`src/rtl/membrane_integrator_pkg.sv`:
```
// rtl/membrane_integrator_pkg.sv - shared widths, FSM states and fixed-point helpers for the integrator
package membrane_integrator_pkg;

    localparam int INTEGER_WIDTH   = 16;
    localparam int DATA_WIDTH_FRAC = 32;
    localparam int DATA_WIDTH      = INTEGER_WIDTH + DATA_WIDTH_FRAC;
    localparam int REFRACT_WIDTH   = 8;
    localparam int SHIFT_WIDTH     = 5;

    localparam logic signed [DATA_WIDTH-1:0] FX_MAX = {1'b0, {(DATA_WIDTH-1){1'b1}}};
    localparam logic signed [DATA_WIDTH-1:0] FX_MIN = {1'b1, {(DATA_WIDTH-1){1'b0}}};

    typedef enum logic [1:0] {
        IDLE  = 2'd0,
        ACCUM = 2'd1,
        LEAK  = 2'd2,
        FIRE  = 2'd3
    } mi_state_e;

    // Integer-valued potential placed in the integer field with a zero fraction.
    function automatic logic signed [DATA_WIDTH-1:0] fx_extend(
        input logic signed [INTEGER_WIDTH-1:0] x
    );
        return {x, {DATA_WIDTH_FRAC{1'b0}}};
    endfunction

    // Signed add that pins to the representable extremes instead of wrapping.
    function automatic logic signed [DATA_WIDTH-1:0] fx_sat_add(
        input logic signed [DATA_WIDTH-1:0] a,
        input logic signed [DATA_WIDTH-1:0] b
    );
        logic signed [DATA_WIDTH:0] s;
        s = {a[DATA_WIDTH-1], a} + {b[DATA_WIDTH-1], b};
        if (s[DATA_WIDTH] != s[DATA_WIDTH-1]) begin
            return s[DATA_WIDTH] ? FX_MIN : FX_MAX;
        end
        return s[DATA_WIDTH-1:0];
    endfunction

endpackage

```
`src/rtl/membrane_integrator_fixed_point_sat_adder.sv`:
```
// rtl/membrane_integrator_fixed_point_sat_adder.sv - fixed-point adder, clamping when MEMBRANE_SATURATION_EN is defined
module fixed_point_sat_adder
    import membrane_integrator_pkg::*;
(
    input  logic signed [DATA_WIDTH-1:0] a_i,
    input  logic signed [DATA_WIDTH-1:0] b_i,
    output logic signed [DATA_WIDTH-1:0] sum_o
);

    // Clamp in the saturating build, plain modular add otherwise.
    always_comb begin
`ifdef MEMBRANE_SATURATION_EN
        sum_o = fx_sat_add(a_i, b_i);
`else
        sum_o = a_i + b_i;
`endif
    end

endmodule

```
`src/rtl/membrane_integrator.sv`:
```
// rtl/membrane_integrator.sv - per-neuron membrane integrator with leak, threshold and refractory hold (MEMBRANE_SATURATION_EN selects clamping adds)
module membrane_integrator
    import membrane_integrator_pkg::*;
(
    input  logic                            clk_i,
    input  logic                            rst_ni,
    input  logic                            init_i,
    input  logic                            start_i,
    input  logic signed [INTEGER_WIDTH-1:0] vrest_i,
    input  logic signed [INTEGER_WIDTH-1:0] vthresh_i,
    input  logic signed [INTEGER_WIDTH-1:0] vreset_i,
    input  logic        [SHIFT_WIDTH-1:0]   leak_shift_i,
    input  logic        [REFRACT_WIDTH-1:0] refract_period_i,
    input  logic signed [DATA_WIDTH-1:0]    ipsc_in_i,
    input  logic                            ipsc_valid_i,
    input  logic                            ipsc_last_i,
    output logic                            ipsc_ready_o,
    output logic signed [DATA_WIDTH-1:0]    vmem_out_o,
    output logic                            spike_o,
    output logic                            done_o,
    output logic                            busy_o
);

    mi_state_e                       state_q, state_d;
    logic signed [DATA_WIDTH-1:0]    vmem_q, vmem_d;
    logic signed [DATA_WIDTH-1:0]    acc_q, acc_d;
    logic signed [DATA_WIDTH-1:0]    vnext_q, vnext_d;
    logic        [REFRACT_WIDTH-1:0] refract_q, refract_d;
    logic                            hold_q, hold_d;
    logic                            spike_q, spike_d;
    logic                            done_q, done_d;

    logic signed [DATA_WIDTH-1:0]    vrest_ext, vthresh_ext, vreset_ext;
    logic signed [DATA_WIDTH-1:0]    leak_diff, leak_term;
    logic signed [DATA_WIDTH-1:0]    acc_sum, vm_acc_sum, leak_sum;

    assign vrest_ext   = fx_extend(vrest_i);
    assign vthresh_ext = fx_extend(vthresh_i);
    assign vreset_ext  = fx_extend(vreset_i);

    // Leak pulls Vmem toward rest by a power-of-two fraction; >>> floors negative values.
    assign leak_diff = vrest_ext - vmem_q;
    assign leak_term = leak_diff >>> leak_shift_i;

    fixed_point_sat_adder u_acc_add (
        .a_i   (acc_q),
        .b_i   (ipsc_in_i),
        .sum_o (acc_sum)
    );

    fixed_point_sat_adder u_vm_acc_add (
        .a_i   (vmem_q),
        .b_i   (acc_q),
        .sum_o (vm_acc_sum)
    );

    fixed_point_sat_adder u_leak_add (
        .a_i   (vm_acc_sum),
        .b_i   (leak_term),
        .sum_o (leak_sum)
    );

    // State and datapath registers; reset abandons any step in flight.
    always_ff @(posedge clk_i or negedge rst_ni) begin
        if (!rst_ni) begin
            state_q   <= IDLE;
            vmem_q    <= '0;
            acc_q     <= '0;
            vnext_q   <= '0;
            refract_q <= '0;
            hold_q    <= 1'b0;
            spike_q   <= 1'b0;
            done_q    <= 1'b0;
        end else begin
            state_q   <= state_d;
            vmem_q    <= vmem_d;
            acc_q     <= acc_d;
            vnext_q   <= vnext_d;
            refract_q <= refract_d;
            hold_q    <= hold_d;
            spike_q   <= spike_d;
            done_q    <= done_d;
        end
    end

    // Next-state and datapath updates for IDLE -> ACCUM -> LEAK -> FIRE -> IDLE.
    always_comb begin
        state_d   = state_q;
        vmem_d    = vmem_q;
        acc_d     = acc_q;
        vnext_d   = vnext_q;
        refract_d = refract_q;
        hold_d    = hold_q;
        spike_d   = 1'b0;
        done_d    = 1'b0;
        case (state_q)
            IDLE: begin
                if (init_i) begin
                    vmem_d    = vrest_ext;
                    refract_d = '0;
                end else if (start_i) begin
                    state_d = ACCUM;
                end
            end
            ACCUM: begin
                if (ipsc_valid_i) begin
                    acc_d = acc_sum;
                    if (ipsc_last_i) begin
                        state_d = LEAK;
                    end
                end
            end
            LEAK: begin
                // While refractory the accumulated input is dropped entirely.
                if (refract_q != '0) begin
                    vnext_d   = vreset_ext;
                    refract_d = refract_q - 1'b1;
                    hold_d    = 1'b1;
                end else begin
                    vnext_d = leak_sum;
                    hold_d  = 1'b0;
                end
                state_d = FIRE;
            end
            FIRE: begin
                if (!hold_q && (vnext_q >= vthresh_ext)) begin
                    vmem_d    = vreset_ext;
                    spike_d   = 1'b1;
                    refract_d = refract_period_i;
                end else begin
                    vmem_d = vnext_q;
                end
                done_d  = 1'b1;
                acc_d   = '0;
                state_d = IDLE;
            end
            default: state_d = IDLE;
        endcase
    end

    assign ipsc_ready_o = (state_q == ACCUM);
    assign busy_o       = (state_q != IDLE);
    assign vmem_out_o   = vmem_q;
    assign spike_o      = spike_q;
    assign done_o       = done_q;

endmodule

```
`config.mk`:
```
export PLATFORM = sky130hd
export DESIGN_NAME = membrane_integrator
export DESIGN_NICKNAME = d
export VERILOG_FILES = /design/src/rtl/membrane_integrator_pkg.sv /design/src/rtl/membrane_integrator_fixed_point_sat_adder.sv /design/src/rtl/membrane_integrator.sv
export SDC_FILE = /design/constraint.sdc
export NUM_CORES = 1
export LEC_CHECK = 0
export BUFFER_PORTS_ARGS = -buffer_cell sky130_fd_sc_hd__buf_2
export CORE_MARGIN = 2
export CORE_UTILIZATION = 52
export CTS_BUF_LIST = sky130_fd_sc_hd__clkbuf_4 sky130_fd_sc_hd__clkbuf_8
export CTS_CLUSTER_SIZE = 28
export DETAILED_ROUTE_END_ITERATION = 10
export PLACE_DENSITY = 0.71
export SLEW_MARGIN = 20
export SYNTH_ARGS = -nofsm -noshare
export SYNTH_HDL_FRONTEND = slang
export SYNTH_SLANG_ARGS = --single-unit
```
`constraint.sdc`:
```
create_clock -name clk_i -period 9.4 [get_ports clk_i]
set_input_delay 0 -clock clk_i [delete_from_list [all_inputs] [get_ports clk_i]]
set_output_delay 0 -clock clk_i [all_outputs]
set_load 0.05 [all_outputs]
```
# Yosys cells after proc, flatten, opt, wreduce, memory -nomap -nowiden
# Index checks and enable logic that the tools add are counted.
# word_totals
reg_bits,157
latch_bits,0
ramBits,0
mem_bits_ro,0
inputBits,115
out_inout_bits,52
elab_cells,56
n_memories,0
# classes
addsub,5
mul,0
div,0
order_cmp,1
eq_ne,10
n_shift,1
mux,19
bitwise_logic,0
n_reduce_logical,12
# op_table
operator,n
48-bit two-way mux,4
48-bit one-hot mux with 2 select lines,2
48-bit adder,3
48-bit greater-or-equal comparator,1
48-bit by 5-bit >>> shifter with 48-bit output,1
48-bit subtractor,1
8-bit two-way mux,3
8-bit one-hot mux with 3 select lines,1
"2-bit != test, second input constant",7
2-bit two-way mux,4
2-bit one-hot mux with 4 select lines,1
4-bit AND reduction,2
8-bit nonzero test,1
"8-bit by 1-bit subtractor with 8-bit output, second input constant",1
2-bit nonzero test,3
"2-bit equality test, second input constant",2
1-bit two-way mux,4
2-bit AND reduction,2
3-bit nonzero test,1
"2-bit by 1-bit equality test with 1-bit output, second input constant",1
2-bit logical NOT,1
1-bit logical AND,1
1-bit logical NOT,1

# Logic depth before layout (Yosys ltp)
# depth
ltp_word,4
mapped_depth,30
mapped_depth_nobuf,29

# Modules after synthesis
# From an unflattened synthesis, not the netlist that was laid out.
# hier_totals
hier_cells,2770
hier_area_um2,21062.7
# by_module_without_submodules
mod,n_inst,cells_per_inst,area_per_inst_um2,seq_area_each_um2
membrane_integrator,1,1583,12833.6,3928.8
fixed_point_sat_adder at u_acc_add ...,2,394,2778.9,0.0
fixed_point_sat_adder at u_vm_acc_add,1,399,2671.3,0.0

# Least setup slack after synthesis
# Ideal clock, no wire load.
# synth_timing
path_kind,reg-to-reg
from,"reg vmem_q[17], in the netlist vmem_out_o[17]"
to,reg vnext_q[44]
setup_ps,137
arrival_ps,6795
required_time_ps,9263
path_slack_ps,2468
stages_incl_launch_ff,30
n_path_buf,3
period_less_slack_ps,6932
path_cell_list,dfrtp_1 -> buf_6 -> nor4_4 -> nand4_2 -> or3_1 -> buf_2 -> o21ai_0 -> a31oi_1 -> o21ai_0 -> mux2i_1 -> nand2_1 -> mux4_2 -> mux4_2 -> nand2_1 -> o21ai_1 -> fa_1 -> ha_1 -> clkbuf_1 -> a21oi_1 -> o21ai_0 -> a221oi_1 -> o31ai_1 -> a211oi_1 -> a2bb2oi_1 -> o311ai_0 -> a31oi_1 -> xor2_1 -> nor2_1 -> a21oi_1 -> a21oi_1
# synth_between
elab_chain_cells,4
elab_cells_between_ends,5
cone_classes,add/sub (3); shift (1); mux (1)
# synth_rtl
element,line,source
from (decl),membrane_integrator.sv:25,"logic signed [DATA_WIDTH-1:0] vmem_q, vmem_d;"
from (signal assigned),membrane_integrator.sv:76,vmem_q <= vmem_d;
48-bit subtractor,membrane_integrator.sv:42,assign leak_diff = vrest_ext - vmem_q;
48-bit by 5-bit >>> shifter with 48-bit output,membrane_integrator.sv:43,assign leak_term = leak_diff >>> leak_shift_i;
48-bit adder (*),membrane_integrator_fixed_point_sat_adder.sv:15,sum_o = a_i + b_i;
48-bit two-way mux (*),membrane_integrator.sv:115,if (refract_q != '0) begin
to (signal assigned),membrane_integrator.sv:78,vnext_q <= vnext_d;
to (decl),membrane_integrator.sv:27,"logic signed [DATA_WIDTH-1:0] vnext_q, vnext_d;"
# Every way passes the cells marked *; elsewhere a longest branch is shown, timed or not.
# A chain may end at the register's enable or synchronous reset.

# Worst setup path in the final report
# layout_timing
from,"reg vmem_q[17], in the netlist vmem_out_o[17]"
to,reg vnext_q[41]
# Same word-level chain as after synthesis.

==> impl_metrics.toml <==
[outcome]
status = "finished clean"

[die]
ioPinCount = 167
rows = 67
dieHeight_um = 188
design.die.area_sq_um = 35400
start_util_pct = 52.7
design.core.area_sq_um = 33400
die_x_um = 188

[worst_setup_path]
arrival_ps = 8700
worst-path-max-fanout = 11
worst_setup_path_end_kind = "flip-flop"
worst-r2r-setup-slack_ps = 1120
crit_required_ps = 9820
crit_type = "reg -> reg"
startpoint_type = "flip-flop"

[logic_synthesis]
synth.yosys.seq_area_share_pct = 22.3
synth_area_leaders = "dfrtp_1 22%, ha_1 9.4%, a21oi_1 5.7%"
yosysTopAreaCell = "dfrtp_1"
postSynthCellCount = 2146
synth_top_area_share_pct = 22.3
async_flop_share_pct = 100
ys_ff_latch = 157
synth_edf_count = 0
synth-warning-count = 0
postSynthNetCount = 2442
synth_area_sq_um = 17600
synthFlopType = "dfrtp_1"
synth_area_per_cell_sq_um = 8.21
synth_cell_types = 82

[drt]
drc_errors = 0
via_per_inst = 6.39
vias = 17400
drt_iter0_drc = 1985
wl_um = 59400
antenna_left = 0
routedWlPerCell_um = 21.8
drt_first_pass_iters = 6

[finish]
stdcell_count = 2727
filler_cell_count = 3066
fin_nets = 2560
drive_gt1_share_pct = 12.1
final_util_pct = 58.6
area_growth_pct = 11.2

[global_route]
grt_pass1_wl_um = 93300
antenna_found_initial = 2
grt_pass1_vias = 16100
grt_max_degree = 66
grtUsageTotal_pct = 33.6
grt_overflow = 0

[timing]
relSlewSlack_pct = 29.4
fin_setup_tns_ps = 0
worstMarginPinSlew_ps = 1060
setup_viol = 0
hold_viol_final = 0
rsz0062_at_grt = "false"
min_period_ps = 8280
fin_skew_ps = 29.9
drv_slew = 0
finalCritPeriodShare_pct = 88.1
fmax_mhz = 121

[clock_tree]
tritoncts = "yes"
htreeDepth = 4
ctsResizeCount = 0
clk_pin_slew_ps = 110
root_buffer = "clkbuf_8"
cts_num_sinks = 157
cts_buffers = 17
clockBufferDepth = 2
worstSkewPairLatency_ps = 490

[placement]
place_inst = 2648
place.gp.congestion = 0.998
port_buffers = 166
post-dp-hpwl_um = 45900

[run]
drv_cap = 0

[worst_hold_path]
hold_class = "in -> reg"
[final timing paths]
check | start | endpoint | cells after the start
min in group asynchronous | rst_ni | state_q[0] | 2
max | vmem_out_o[17] | vnext_q[41] | 26
min reg2reg | vnext_q[24] | vnext_q[24] | 1
min | ipsc_in_i[1] | acc_q[1] | 4
max reg2reg | vmem_out_o[17] | vnext_q[41] | 26
max in group asynchronous | rst_ni | acc_q[10] | 3
[area by class of cell]
| cell class | count | area [sq um] | share of cell area (%) |
|---|---|---|---|
| multi-input combinational | 1778 | 12900 | 65.9 |
| sequential | 157 | 3930 | 20.1 |
| timing repair buffer | 229 | 1420 | 7.26 |
| tap | 448 | 561 | 2.86 |
| inverter | 81 | 304 | 1.55 |
| clock buffer | 20 | 269 | 1.37 |
| clock inverter | 12 | 183 | 0.933 |
| antenna | 2 | 5.00 | 0.0256 |
[sequential cells by signal, indices dropped and copies added (netlist names)]
register	cells
acc_q	48
done_o	1
refract_q	8
spike_o	1
vmem_out_o	48
vnext_q	48
hold_q	1
state_q	2
[kinds of logic (layout without fill, tap and decap cells)]
kind of cell / Yosys count / count (layout) / share of synthesized area (%)
compound gates: 790 / 790 / 29.9
xor+xnor: 109 / 109 / 5.57
fa+ha+maj: 181 / 181 / 14.9
buf+inv: 211 / 342 / 4.60
flops: 157 / 157 / 22.3
mux: 111 / 111 / 6.87
other cells: 0 / 2 / 0
simple gates: 587 / 587 / 15.8
[cell usage in the layout (no fill, tap or decap), types with 20 or more instances in the layout]
master           n
buf_2          165
a22o_1          72
nand2_1        177
ha_1           131
nand3_1         31
mux2i_1         84
nor2_1         177
nor2b_1         23
o2bb2ai_1       28
nor3_1          37
xor2_1          40
xnor2_1         67
o21bai_1        20
a21o_1          90
o21ai_0        159
or3_1           21
and3_1          20
a21oi_1        199
dfrtp_1        157
a31oi_1         26
fa_1            49
dlygate4sd3_1   45
inv_1           77
a211oi_1        38
[metrics by stage]
| stage | hold WS [ps] | cell area [sq um] | setup slack (ps) |
|---|---|---|---|
| floorplan | -296 | 17600 | 2470 |
| global placement | -3.46 | 18700 | 1580 |
| detailed placement | 0.710 | 18700 | 1390 |
| CTS | 0.940 | 19600 | 1350 |
| global route | 40.0 | 19600 | 672 |
| finish | 26.0 | 19600 | 1120 |
[cells in the mapped netlist (all sizes together) (38+ instances only)]
cell type    n
a211oi      38
a21o        90
a21oi      199
a22o        72
clkbuf     112
dfrtp      157
fa          49
ha         132
inv         80
mux2i       86
nand2      177
nor2       179
o21ai      163
xnor2       69
xor2        40
[repair_timing]
action                    4_1_cts  5_1_grt
hold endpoints to repair       94        0
hold buffers                   45        0
setup buffers                   0        0
[worst max-delay path: stages, from the launching register on]
cell and delay [ps]:
dfrtp_1 540, nor4_4 570, nand4_2 270, or3_1 550
o21ai_0 280, a31oi_1 270, o21ai_0 340, mux2i_1 370
nand2_1 180, mux4_2 490, a2bb2oi_1 430, o21a_1 200
a21oi_1 80, fa_1 490, ha_1 410, and4_1 270
and3_1 190, o2111ai_1 150, a41oi_1 380, o21ai_0 270
o31ai_1 410, a21oi_1 210, o21ai_0 250, nor2_1 70
nor3_1 290, a21oi_1 70, a21oi_1 180
[layer usage]
layer	wire, um	part of all wire (%)	up-vias	track usage [%]
met5	0	0	-	0
met4	1770	3.0	0	10.6
met3	5610	9.4	103	5.61
met2	25500	43	825	50.1
met1	26500	45	8277	49.3
li1	-	-	8225	-
Power is left out: the tool's default activity adds up to more than one toggle a clock period on the data nets, which glitch-free logic cannot reach.
